<file path="config.mk">
export PLATFORM = sky130hd
export DESIGN_NAME = pipeline_fetch_unit_flat
export DESIGN_NICKNAME = d
export VERILOG_FILES = /design/src/rtl/pipeline_fetch_unit_if.sv /design/src/rtl/pipeline_fetch_unit.sv /design/src/flat_wrapper.sv
export SDC_FILE = /design/constraint.sdc
export NUM_CORES = 1
export LEC_CHECK = 0
export ABC_CLOCK_PERIOD_IN_PS = 3700
export CAP_MARGIN = 10
export CORE_ASPECT_RATIO = 0.7
export CORE_MARGIN = 2
export CORE_UTILIZATION = 40
export DETAILED_ROUTE_END_ITERATION = 16
export DONT_BUFFER_PORTS = 1
export PLACE_DENSITY_LB_ADDON = 0.08
export SLEW_MARGIN = 40
export SYNTH_ARGS = -nofsm -noshare
export SYNTH_HDL_FRONTEND = slang
export SYNTH_SLANG_ARGS = --single-unit
</file>
<file path="constraint.sdc">
create_clock -name clk -period 3.7 [get_ports clk]
set_clock_uncertainty 0.05 [all_clocks]
set_input_delay 0.74 -clock clk [delete_from_list [all_inputs] [get_ports clk]]
set_output_delay 0.74 -clock clk [all_outputs]
set_load 0.01 [all_outputs]
</file>
<file path="src/rtl/pipeline_fetch_unit_if.sv">
// Instruction-memory request/response channel between the fetch stage (master) and memory (slave).
interface pipeline_fetch_unit_if;
  logic        imem_req;
  logic [31:0] imem_addr;
  logic        imem_gnt;
  logic        imem_rvalid;
  logic [31:0] imem_rdata;

  modport master (
    output imem_req,
    output imem_addr,
    input  imem_gnt,
    input  imem_rvalid,
    input  imem_rdata
  );

  modport slave (
    input  imem_req,
    input  imem_addr,
    output imem_gnt,
    output imem_rvalid,
    output imem_rdata
  );
endinterface

</file>
<file path="src/rtl/pipeline_fetch_unit.sv">
// Fetch stage: owns the PC, issues credit-limited requests to instruction memory and queues
// returned words in order for Decode; redirects flush the queue and kill wrong-path responses.
module pipeline_fetch_unit #(
  parameter logic [31:0] RESET_PC        = 32'h0000_0000,
  parameter int          FIFO_DEPTH      = 2,
  parameter int          MAX_OUTSTANDING = 2
) (
  input  logic                  clk,
  input  logic                  reset,
  input  logic                  stallF,
  input  logic                  BranchTakenE,
  input  logic [31:0]           ALUResultE,
  input  logic                  PCSrcW,
  input  logic [31:0]           ResultW,
  input  logic                  PCW_DEM,
  pipeline_fetch_unit_if.master imem,
  output logic                  validF,
  output logic [31:0]           InstrF,
  output logic [31:0]           PCPlus4F
);
  localparam int QPW = (FIFO_DEPTH > 1) ? $clog2(FIFO_DEPTH) : 1;
  localparam int TPW = (MAX_OUTSTANDING > 1) ? $clog2(MAX_OUTSTANDING) : 1;
  localparam int CW  = $clog2(FIFO_DEPTH + 1);
  localparam int OW  = $clog2(MAX_OUTSTANDING + 1);

  localparam logic [QPW-1:0] QLAST   = QPW'(FIFO_DEPTH - 1);
  localparam logic [TPW-1:0] TLAST   = TPW'(MAX_OUTSTANDING - 1);
  localparam logic [OW-1:0]  OUT_MAX = OW'(MAX_OUTSTANDING);
  localparam logic [31:0]    DEPTH_U = 32'(FIFO_DEPTH);

  function automatic logic [QPW-1:0] q_inc(input logic [QPW-1:0] p);
    return (p == QLAST) ? '0 : p + QPW'(1);
  endfunction

  function automatic logic [TPW-1:0] t_inc(input logic [TPW-1:0] p);
    return (p == TLAST) ? '0 : p + TPW'(1);
  endfunction

  // Control state
  logic [31:0]    pc_q, pc_d;
  logic           run_q;
  logic [OW-1:0]  out_q, out_d;
  logic [OW-1:0]  kill_q, kill_d;
  logic [CW-1:0]  cnt_q, cnt_d;
  logic [QPW-1:0] q_wr_q, q_wr_d, q_rd_q, q_rd_d;
  logic [TPW-1:0] t_wr_q, t_wr_d, t_rd_q, t_rd_d;

  // Data storage: response queue and per-request PC+4 tags (not reset)
  logic [31:0] q_instr_q [FIFO_DEPTH];
  logic [31:0] q_pc4_q   [FIFO_DEPTH];
  logic [31:0] tag_q     [MAX_OUTSTANDING];

  logic        redirect, credit_ok, req, xfer, resp, push, pop;
  logic [31:0] target;

  always_comb begin
    redirect  = BranchTakenE | PCSrcW;
    target    = (BranchTakenE ? ALUResultE : ResultW) & 32'hFFFF_FFFC;
    // Only issue when every in-flight response already owns a queue slot
    credit_ok = (out_q < OUT_MAX) && ((32'(out_q) + 32'(cnt_q)) < DEPTH_U);
    req       = run_q & ~PCW_DEM & ~redirect & credit_ok;
    xfer      = req & imem.imem_gnt;
    resp      = imem.imem_rvalid & (out_q != '0);
    push      = resp & ~redirect & (kill_q == '0);
    pop       = (cnt_q != '0) & ~stallF;

    pc_d = pc_q;
    if (redirect)  pc_d = target;
    else if (xfer) pc_d = pc_q + 32'd4;

    out_d = out_q + OW'(xfer) - OW'(resp);

    // Killed responses are always the oldest in flight, so a counter suffices
    kill_d = kill_q;
    if (redirect)                    kill_d = out_q - OW'(resp);
    else if (resp && kill_q != '0)   kill_d = kill_q - OW'(1);

    cnt_d  = cnt_q + CW'(push) - CW'(pop);
    q_wr_d = push ? q_inc(q_wr_q) : q_wr_q;
    q_rd_d = pop  ? q_inc(q_rd_q) : q_rd_q;
    if (redirect) begin
      cnt_d  = '0;
      q_rd_d = q_wr_q;
    end

    t_wr_d = xfer ? t_inc(t_wr_q) : t_wr_q;
    t_rd_d = resp ? t_inc(t_rd_q) : t_rd_q;
  end

  always_ff @(posedge clk or negedge reset) begin
    if (!reset) begin
      pc_q   <= RESET_PC;
      run_q  <= 1'b0;
      out_q  <= '0;
      kill_q <= '0;
      cnt_q  <= '0;
      q_wr_q <= '0;
      q_rd_q <= '0;
      t_wr_q <= '0;
      t_rd_q <= '0;
    end else begin
      pc_q   <= pc_d;
      run_q  <= 1'b1;
      out_q  <= out_d;
      kill_q <= kill_d;
      cnt_q  <= cnt_d;
      q_wr_q <= q_wr_d;
      q_rd_q <= q_rd_d;
      t_wr_q <= t_wr_d;
      t_rd_q <= t_rd_d;
    end
  end

  always_ff @(posedge clk) begin
    if (xfer) tag_q[t_wr_q] <= pc_q + 32'd4;
    if (push) begin
      q_instr_q[q_wr_q] <= imem.imem_rdata;
      q_pc4_q[q_wr_q]   <= tag_q[t_rd_q];
    end
  end

  assign imem.imem_req  = req;
  assign imem.imem_addr = pc_q;

  assign validF   = (cnt_q != '0);
  assign InstrF   = validF ? q_instr_q[q_rd_q] : 32'h0;
  assign PCPlus4F = validF ? q_pc4_q[q_rd_q]   : 32'h0;

  a_no_orphan_rsp: assert property (@(posedge clk) disable iff (!reset)
    !(imem.imem_rvalid && out_q == '0));

endmodule

</file>
<file path="src/flat_wrapper.sv">
// flat-port wrapper written by rule: the top's interface ports become plain ports
module pipeline_fetch_unit_flat 
#(
  parameter logic [31:0] RESET_PC        = 32'h0000_0000,
  parameter int          FIFO_DEPTH      = 2,
  parameter int          MAX_OUTSTANDING = 2
)
  (clk, reset, stallF, BranchTakenE, ALUResultE, PCSrcW, ResultW, PCW_DEM, validF, InstrF, PCPlus4F, imem_imem_req, imem_imem_addr, imem_imem_gnt, imem_imem_rvalid, imem_imem_rdata);
  pipeline_fetch_unit_if imem_i ();
  input  logic clk;
  input  logic reset;
  input  logic stallF;
  input  logic BranchTakenE;
  input  logic [31:0] ALUResultE;
  input  logic PCSrcW;
  input  logic [31:0] ResultW;
  input  logic PCW_DEM;
  output logic validF;
  output logic [31:0] InstrF;
  output logic [31:0] PCPlus4F;
  output wire logic [$bits(imem_i.imem_req)-1:0] imem_imem_req;
  output wire logic [$bits(imem_i.imem_addr)-1:0] imem_imem_addr;
  input wire logic [$bits(imem_i.imem_gnt)-1:0] imem_imem_gnt;
  input wire logic [$bits(imem_i.imem_rvalid)-1:0] imem_imem_rvalid;
  input wire logic [$bits(imem_i.imem_rdata)-1:0] imem_imem_rdata;
  assign imem_imem_req = imem_i.imem_req;
  assign imem_imem_addr = imem_i.imem_addr;
  assign imem_i.imem_gnt = imem_imem_gnt;
  assign imem_i.imem_rvalid = imem_imem_rvalid;
  assign imem_i.imem_rdata = imem_imem_rdata;
  pipeline_fetch_unit #(.RESET_PC(RESET_PC), .FIFO_DEPTH(FIFO_DEPTH), .MAX_OUTSTANDING(MAX_OUTSTANDING)) u_core (.clk(clk), .reset(reset), .stallF(stallF), .BranchTakenE(BranchTakenE), .ALUResultE(ALUResultE), .PCSrcW(PCSrcW), .ResultW(ResultW), .PCW_DEM(PCW_DEM), .imem(imem_i), .validF(validF), .InstrF(InstrF), .PCPlus4F(PCPlus4F));
endmodule
</file>
# Word level (Yosys, flattened, before mapping)
# Memory sizes are Yosys's and may differ from the RTL's.
# Cells that the tools add are included.
# totals
regBits	43
ram_bits	192
output_inout_bits	98
wordCells	65
memories	3
# op_classes
add_sub_neg	12
order_cmp	2
muxes	18
bitwise_logic	12
n_reduce_logical	9
# mem_list
name	words	word_bits	rd	rd_ports_with_merged_regs	write_ports	line_no	rtl
u_core.q_instr_q	2	32	1	0	1	pipeline_fetch_unit.sv:49	logic [31:0] q_instr_q [FIFO_DEPTH];
u_core.q_pc4_q	2	32	1	0	1	pipeline_fetch_unit.sv:50	logic [31:0] q_pc4_q [FIFO_DEPTH];
u_core.tag_q	2	32	1	0	1	pipeline_fetch_unit.sv:51	logic [31:0] tag_q [MAX_OUTSTANDING];
# ops
operator	count
$mux 32	5
$add 32x3->32 const B	1
$lt 32x2->1 const B	1
$reduce_bool 2->1	6
$mux 1	10
$and 1x1->1	8
$mux 2	3
$sub 2x1->2	3
$add 1x1->1 const B	4
$add 2x1->2	2
$add 2x2->3	1
$not 1->1	3
$logic_and 1x1->1	2
$logic_not 2->1	1
$lt 2x2->1 const B	1
$sub 2x1->2 const B	1
$or 1x1->1	1

# Depth between registers and ports, before layout
# Gate-level depths: netlist (run 1).
# logic_depth
ltp_word	7
depth_mapped	10

# Least setup slack after synthesis (run 1)
# No wires, ideal clock.
# synth_timing
path_type	input port to flip-flop
startpoint	in imem_imem_rvalid
endpoint	mem u_core.q_instr_q[0][0] (enable)
setup_time_ns	0.482
t_arrival_ns	3.668
required_ns	3.168
path_slack_ns	-0.500
path_stages	3
n_path_buf	0
path_cell_list	o21a_1 nand3_1 nor2_1
# synth_between
elab_chain_len	5
# synth_rtl
element	line_no	rtl
start: declaration	flat_wrapper.sv:24	input wire logic [$bits(imem_i.imem_rvalid)-1:0] imem_imem_rvalid;
$and 1x1->1	pipeline_fetch_unit.sv:63	resp = imem.imem_rvalid & (out_q != '0);
$and 1x1->1 (2 in a row)	pipeline_fetch_unit.sv:64	push = resp & ~redirect & (kill_q == '0);
$mux 1	pipeline_fetch_unit.sv:116	if (push) begin
$mux 1 (implied by the code)	pipeline_fetch_unit.sv:117	q_instr_q[q_wr_q] <= imem.imem_rdata;
end: declaration	pipeline_fetch_unit.sv:49	
# No other way between the ends.

# Worst setup path after layout (run 1)
# layout_timing
startpoint	reg u_core.cnt_q[0]
endpoint	out imem_imem_req
# layout_between
elab_chain_len	4
# layout_rtl
element	line_no	rtl
start: declaration	pipeline_fetch_unit.sv:44	logic [CW-1:0] cnt_q, cnt_d;
start signal: assignment	pipeline_fetch_unit.sv:106	cnt_q <= cnt_d;
$add 2x2->3	pipeline_fetch_unit.sv:60	credit_ok = (out_q < OUT_MAX) && ((32'(out_q) + 32'(cnt_q)) < DEPTH_U);
$lt 32x2->1	pipeline_fetch_unit.sv:60	
$logic_and 1x1->1	pipeline_fetch_unit.sv:60	
$and 1x1->1	pipeline_fetch_unit.sv:61	req = run_q & ~PCW_DEM & ~redirect & credit_ok;
end: declaration	flat_wrapper.sv:21	output wire logic [$bits(imem_i.imem_req)-1:0] imem_imem_req;
# No other way between the ends.

==> results by stage, run 1 <==
Timing:
- For the pin with the worst max-slew slack, the measured transition is 0.782 ns.
- The hold violation count in the final report came to 0.
- Setup repair after global routing left no endpoint under its margin.
- The worst path in the final design needs a cycle of 3.16 ns, including I/O delays and setup.
- Setup violations remaining at the end of the flow were counted as 0.
- The highest clock frequency the design can meet is 317 MHz.
- The sum of negative setup slack is 0 ns.
- The worst pin sits at a relative slew slack of 0.479.
- The ratio of final minimum period to clock period is 0.854.
- The tightest hold path in the finished design has a slack of 0.0244 ns.
- The final-report max-slew violation count is 0.
- The final worst setup slack is 0.541 ns.

Power:
- The standby leakage power is 3.70 nW.
- The total chip power is 6.41 mW.
- For this design the ratio of total power to cell area is 587 mW/mm².
- The largest voltage drop on the vdd net is 0.312 mV.

Final layout:
- In the final layout, the share of cells above drive strength 1 is 0.123.
- The number of antenna diodes in the final layout is 0.
- The finished cells cover 0.0109 mm².
- The core utilization of the finished layout is 0.460.
- Relative to the synthesized area, the layout overhead comes to 12.4%.
- The number of standard cells in the final layout excluding fillers is 1036.
- Counting the fill cells in the layout gives 2154.
- The final layout net count is 812.

Placement:
- The placed instances occupy a cell area of 0.0101 mm².
- Detailed placement finished with a half-perimeter wire length of 15000 µm.
- During placement, the flow inserted port buffers numbering 0.
- OpenSTA, run right after detailed placement, puts the worst setup slack at 0.724 ns.
- The placer's final routability congestion estimate is 0.822.
- The total instance count after detailed placement is 992.

Routing:
- The via count normalized by instance count is 5.38.
- The final route contains 5572 vias.
- The first TritonRoute pass finished after 4 iterations.
- After detailed routing, the number of remaining DRC violations is 0.
- Dividing the detail-routed wire length by the instance count gives 21.6 µm.
- Once detail routing completed, the nets flagged for antenna violations numbered 0.
- The number of design-rule violations left by the first detailed-router iteration is 376.
- Wires add up to 22400 µm.

Clock network:
- The number of buffers on the longest clock path is 3.
- Once the clock tree was built, the setup fixing pass inserted 0 buffers.
- The TritonCTS buffer count is 24.
- The clock reaches the later pin of the worst-skew pair after 0.52 ns.
- The number of gates resized after CTS was 0.
- The cell sitting at the root of the clock tree is a sky130_fd_sc_hd__clkbuf_16.
- TritonCTS built the clock tree.
- The total number of clock tree sinks is 225.
- The clock transition at the register clock pins on the worst setup and hold paths after CTS is 0.06 ns.
- CTS built an H-tree with a depth of 1.

Setup path:
- The worst reg-to-reg path cell count is 8.
- The critical path is of the reg2out type.
- The kind of end point of the critical path is an output port.
- The data arrival time at the worst-slack endpoint is 2.37 ns.
- For the worst setup path, the data required time is 2.91 ns.
- The worst setup path is launched from a register.
- Of all nets on the critical path, the largest fanout is 3.

Global route:
- In the global route stage, overall resource usage came out at 0.174.
- The initial antenna violation count is 0.
- The overall overflow remaining after global route is 0.
- The largest net degree at the start of global routing is 48.
- The via count of the first global-routing pass is 5678.
- The first global-routing pass estimated 33900 µm of wire.

Hold path:
- The tightest min-delay check is of the in2async type.

Floorplanning:
- The standard-cell row count is 47.
- The area inside the core boundary is 0.0238 mm².
- The width of the die is 190 µm.
- The die footprint is 0.0256 mm².
- The number of placed I/O pins is 202.
- The initial core utilization is 0.409.
- The die is 134 µm tall.

Synthesis:
- The count of distinct cell types in the synthesized netlist is 51.
- In this run the cell area of the synthesized design comes to 0.00971 mm².
- The number of flip-flops and latches in the synthesized netlist is 225.
- Of the post-synthesis cell area, the dominant cell type holds 0.569.
- Summed over all instances, the cell type with the most area after synthesis is sky130_fd_sc_hd__edfxtp_1.
- The most used flip-flop cell after synthesis is sky130_fd_sc_hd__edfxtp_1.
- By area the synthesized netlist is led by sky130_fd_sc_hd__edfxtp_1 57%, sky130_fd_sc_hd__dfrtp_1 11%, sky130_fd_sc_hd__mux2i_1 6.7%, sky130_fd_sc_hd__mux2_2 3.6%, sky130_fd_sc_hd__nor2_1 3.6%.
- In this run the mean area of a mapped cell was 13.9 µm².
- Counting instances in the post-synthesis netlist gives the leading cell types as 184 x sky130_fd_sc_hd__edfxtp_1, 92 x sky130_fd_sc_hd__nor2_1, 65 x sky130_fd_sc_hd__mux2i_1.
- The share of the Yosys chip area taken by registers is 0.675.
- After technology mapping, the gate count stands at 698.
- The share of synthesized flip-flops with an asynchronous set or reset is 0.182.
- The count of flip-flops with a built-in enable after synthesis is 184.
- The total number of yosys warnings is 0.
- The most numerous cell in the Yosys netlist is sky130_fd_sc_hd__edfxtp_1.

Flow run:
- The number of maximum-capacitance constraint violations is 0.

Outcome:
- The run finished with clean final reports.
-- power by group --
part           internal, mW  switching, mW
clock network          1.33          0.938
registers              2.94          0.244
logic                 0.466          0.494
-- state kept, by name, indices dropped and copies added, names as in the netlist --
name	cells
u_core.out_q	2
u_core.imem.imem_addr	30
u_core.tag_q	60
u_core.q_pc4_q	60
u_core.cnt_q	2
u_core.q_instr_q	64
u_core.t_rd_q	1
u_core.q_wr_q	1
u_core.kill_q	2
u_core.run_q	1
u_core.t_wr_q	1
u_core.q_rd_q	1
-- logic make-up after synthesis --
group / Yosys count / synth area share
AO/OA/AOI/OAI: 84 / 0.0542
XOR/XNOR: 53 / 0.0478
adder cells (fa/ha/maj): 7 / 0.00979
buffers and inverters: 56 / 0.0236
flip-flops: 225 / 0.675
multiplexers: 96 / 0.103
other: 2 / 0.000773
AND/OR/NAND/NOR: 175 / 0.0863
-- final cells by class --
type                       count  area [µm²]  area share
sequential                   225        6560       0.600
multi-input combinational    420        2970       0.272
clock buffer                  30         623      0.0571
tap                          318         398      0.0364
timing repair buffer          14         188      0.0172
clock inverter                13         120      0.0110
inverter                      16        60.1     0.00550
-- placed cells by master, fill, tap and decap left out, types with 9 or more instances in the layout --
| master | n |
|---|---|
| sky130_fd_sc_hd__mux2_2 | 31 |
| sky130_fd_sc_hd__dfrtp_1 | 40 |
| sky130_fd_sc_hd__clkbuf_16 | 24 |
| sky130_fd_sc_hd__xnor2_1 | 35 |
| sky130_fd_sc_hd__a21oi_1 | 11 |
| sky130_fd_sc_hd__nand2_1 | 20 |
| sky130_fd_sc_hd__inv_1 | 16 |
| sky130_fd_sc_hd__nor4_1 | 9 |
| sky130_fd_sc_hd__o21ai_0 | 25 |
| sky130_fd_sc_hd__mux2i_1 | 65 |
| sky130_fd_sc_hd__xor2_1 | 18 |
| sky130_fd_sc_hd__nor2_1 | 89 |
| sky130_fd_sc_hd__edfxtp_1 | 184 |
| sky130_fd_sc_hd__nand3_1 | 14 |
| sky130_fd_sc_hd__o22ai_1 | 15 |
| sky130_fd_sc_hd__a22oi_1 | 12 |
-- worst max-delay path, stage by stage, from the launching register on --
cell	delay (ns)
sky130_fd_sc_hd__dfrtp_1	0.39
sky130_fd_sc_hd__inv_1	0.08
sky130_fd_sc_hd__nor2_1	0.11
sky130_fd_sc_hd__fa_1	0.43
sky130_fd_sc_hd__nor4b_1	0.42
sky130_fd_sc_hd__nor3b_1	0.44
-- metal layers --
metal / share of wire / GRT usage / vias to the layer above
li1: - / - / 2573
met1: 0.44 / 0.243 / 2799
met2: 0.46 / 0.276 / 171
met3: 0.076 / 0.0440 / 29
met4: 0.018 / 0.0388 / 0
met5: 0 / 0 / -
-- repair_timing --
action	4_1_cts	5_1_grt
setup endpoints to repair	0	0
hold buffers	1	0
endpoints found under the hold margin	41	0
-- final timing paths --
| kind | slack [ns] | start | to |
|---|---|---|---|
| max | 0.54 | u_core.cnt_q[0] | imem_imem_req |
| min | 0.02 | reset | u_core.imem.imem_addr[5] |
| max reg2reg | 0.71 | u_core.cnt_q[0] | u_core.tag_q[1][25] |
| min reg2reg | 0.45 | u_core.t_wr_q | u_core.t_wr_q |
| max in group asynchronous | 3.35 | reset | u_core.q_rd_q |
| min in group clk | 0.26 | imem_imem_rdata[5] | u_core.q_instr_q[1][5] |
(Power assumes the default switching activity.)
==> run 2, diff against run 1 <==
Settings changed: MAX_ROUTING_LAYER from default to met4, SETUP_SLACK_MARGIN from default to 0.1.
==> run 2 against run 1 <==
Utilization did not move. Wire length rose by 0.25%. Sequential share of layout area unchanged. Hold slack about the same. Register-to-register slack about the same. Largest power group unchanged. Power barely moved. First-iteration DRC count fell by 4.0%. Clock power barely moved. Combinational power about the same.
==> results by stage, run 2 (synthesis gave the netlist of run 1 again) <==
Power:
- The standby leakage power is 3.70 nW.
- The total power density per cell area is 587 mW/mm².
- The clock network fraction of design power is 0.354.
- IR analysis of the VDD net gives a maximum drop of 0.312 mV.
- The design internal power is 4.73 mW.
- Of the total power, the share spent switching nets is 0.262.
- The power dissipated by switching net loads is 1.68 mW.
- The relative contribution of combinational cells to total power is 0.150.
- The sequential share of power is 0.496.

Floorplanning:
- During I/O placement, the number of pins put on the boundary was 202.
- The area inside the core boundary is 0.0238 mm².
- The initial core utilization is 0.409.
- The die covers 0.0256 mm².
- The floorplan step set the die width to 190 µm.
- The die is 134 µm tall.
- The initialized floorplan defines 47 standard-cell rows.

Timing:
- The total of endpoints with negative setup slack in the final report is 0.
- The highest clock frequency the design can meet is 315 MHz.
- The final-report max-slew violation count is 0.
- The sum of negative setup slack is 0 ns.
- The pin slew with the least headroom to its limit is 0.775 ns.
- The ratio of final minimum period to clock period is 0.857.
- Setup repair after global routing left no endpoint under its margin.
- The hold violation count in the final report came to 0.
- Subtracting the final worst setup slack from the clock period gives 3.17 ns.
- The final worst setup slack is 0.528 ns.
- Headroom to the max-slew limit came out at 0.483.

Routing:
- The detailed-route wire length is 22400 µm.
- The antenna violation net count after detailed routing is 0.
- Dividing the detail-routed wire length by the instance count gives 21.7 µm.
- The via count normalized by instance count is 5.38.
- For this run, design rule violations remaining after detail routing come to 0.
- The via total after detailed routing is 5575.
- The detailed-router iteration count before antenna repair is 4.
- The number of design-rule violations left by the first detailed-router iteration is 361.

Global route:
- The via count of the first global-routing pass is 5675.
- The first-pass GRT wire length is 33900 µm.
- For this run the aggregate overflow at the end of global routing stands at 0.
- In the global route stage, overall resource usage came out at 0.180.
- The largest net degree at the start of global routing is 48.
- The initial antenna violation count is 0.

Setup path:
- The worst flop-to-flop path endpoint is u_core.tag_q[1][25].
- The startpoint-to-endpoint class of the critical path is reg2out.
- The startpoint identified for the worst register-to-register timing path is u_core.cnt_q[0].
- STA classifies the critical path endpoint as an output port.
- The worst setup path is launched from a register.
- The data arrival time at the worst-slack endpoint is 2.38 ns.
- In this run the worst path has a maximum fanout of 3.
- For the worst setup path, the data required time is 2.91 ns.
- For the worst flop-to-flop path, the logic depth is 8.
- The reg2reg setup slack is 0.72 ns.

Final layout:
- The final layout net count is 812.
- In the final layout, the registers with the most flip-flops are u_core.q_instr_q x64, u_core.q_pc4_q x60, u_core.tag_q x60.
- The layout overhead on the synthesized area is 12.4%.
- The filler cell count in the final layout is 2154.
- Leaving out filler cells and counting taps, the final layout contains 1036.
- The fraction of layout instances using a drive strength above 1 is 0.123.
- The number of diodes added for antenna fixing is 0.
- In the layout the commonest cells are 184 x sky130_fd_sc_hd__edfxtp_1, 89 x sky130_fd_sc_hd__nor2_1, 65 x sky130_fd_sc_hd__mux2i_1, 40 x sky130_fd_sc_hd__dfrtp_1, 35 x sky130_fd_sc_hd__xnor2_1.
- The post-route cell area is 0.0109 mm².
- The register with the most flip-flops in the layout has 64 of them.
- Measured on the finished design, the core utilization comes to 0.460.
- Leaving out fill and tap cells, the most frequent cell in the layout is sky130_fd_sc_hd__edfxtp_1.
- Ranked by flip-flop count, first place goes to u_core.q_instr_q.

Placement:
- During placement, the flow inserted port buffers numbering 0.
- The placer's final routability congestion estimate is 0.834.
- The HPWL after detailed placement is 15000 µm.
- After detailed placement, the design holds a cell count of 992.
- Prior to clock tree synthesis, the placed netlist has a worst setup slack of 0.724 ns.
- The cell area after placement is 0.0101 mm².

Outcome:
- The flow ran to the end, and the final reports show no timing, DRC or antenna violations.

Clock network:
- The tree is rooted in a sky130_fd_sc_hd__clkbuf_16.
- In this run the number of H-tree levels came out at 1.
- The later pin in the worst-skew pair is clocked with a latency of 0.52 ns.
- The TritonCTS buffer count is 24.
- The tree built by TritonCTS fans out to 225 sinks.
- Once the clock tree was built, the resizer swapped 0 gates to a different size.
- TritonCTS built the clock tree.
- Clock-pin slew was measured on the worst setup and hold paths at 0.06 ns.
- The number of buffers on the longest clock path is 3.

Flow run:
- The number of maximum-capacitance constraint violations is 0.

Hold path:
- The path category of the worst min-delay check is in2async.
run 2: final cells by class:
cell class                      instances  area (µm²)  share of cell area
Clock buffer                           30         623              0.0571
Inverter                               16        60.1             0.00550
Timing Repair Buffer                   14         188              0.0172
Sequential cell                       225        6560               0.600
Tap cell                              318         398              0.0364
Multi-Input combinational cell        420        2970               0.272
Clock inverter                         13         120              0.0110
run 2: worst max-delay path by stage:
| stage | cells past startpoint | endpoint | slack [ns] | startpoint |
|---|---|---|---|---|
| after global placement | 8 | u_core.tag_q[1][8] | 0.77 | u_core.cnt_q[0] |
| after floorplan | 8 | u_core.tag_q[0][10] | 0.15 | u_core.out_q[0] |
| final | 5 | imem_imem_req | 0.53 | u_core.cnt_q[0] |
| after detailed placement | 8 | u_core.tag_q[1][8] | 0.72 | u_core.cnt_q[0] |
| after global routing | 5 | imem_imem_req | 0.42 | u_core.cnt_q[0] |
| after CTS | 5 | imem_imem_req | 0.52 | u_core.cnt_q[0] |
run 2: power groups by stage:
stage	sequential, mW	combinational, mW	clock (mW)
finish	3.18	0.961	2.27
global placement	3.23	0.930	0
global route	3.21	1.06	2.45
floorplan	3.09	0.830	0
CTS	3.19	0.980	2.35
detailed placement	3.24	0.961	0
run 2: per-stage QoR:
| step | total power, mW | hold WS (ns) |
|---|---|---|
| finish | 6.41 | 0.0247 |
| global route | 6.72 | 0.0159 |
| CTS | 6.52 | 0.00179 |
| detailed placement | 4.20 | 0.395 |
| global placement | 4.16 | 0.396 |
| floorplan | 3.92 | 0.394 |
run 2: what timing repair did:
item | in CTS | in global routing
hold buffers | 1 | 0
endpoints found under the hold margin | 41 | 0
buffers inserted | 0 | 0
endpoints found under the setup margin | 0 | 0
run 2: per-layer routing:
metal,GRT usage,routed length [µm],vias to the layer above
met5,-,0,-
met4,0.0388,365,0
met3,0.0416,1400,24
met2,0.277,10400,155
met1,0.244,10200,2822
li1,-,-,2574
run 2: critical path, cell delays in order (launching register included):
cell                      delay [ns]
sky130_fd_sc_hd__dfrtp_1        0.39
sky130_fd_sc_hd__inv_1          0.08
sky130_fd_sc_hd__nor2_1         0.11
sky130_fd_sc_hd__fa_1           0.43
sky130_fd_sc_hd__nor4b_1        0.42
sky130_fd_sc_hd__nor3b_1        0.46
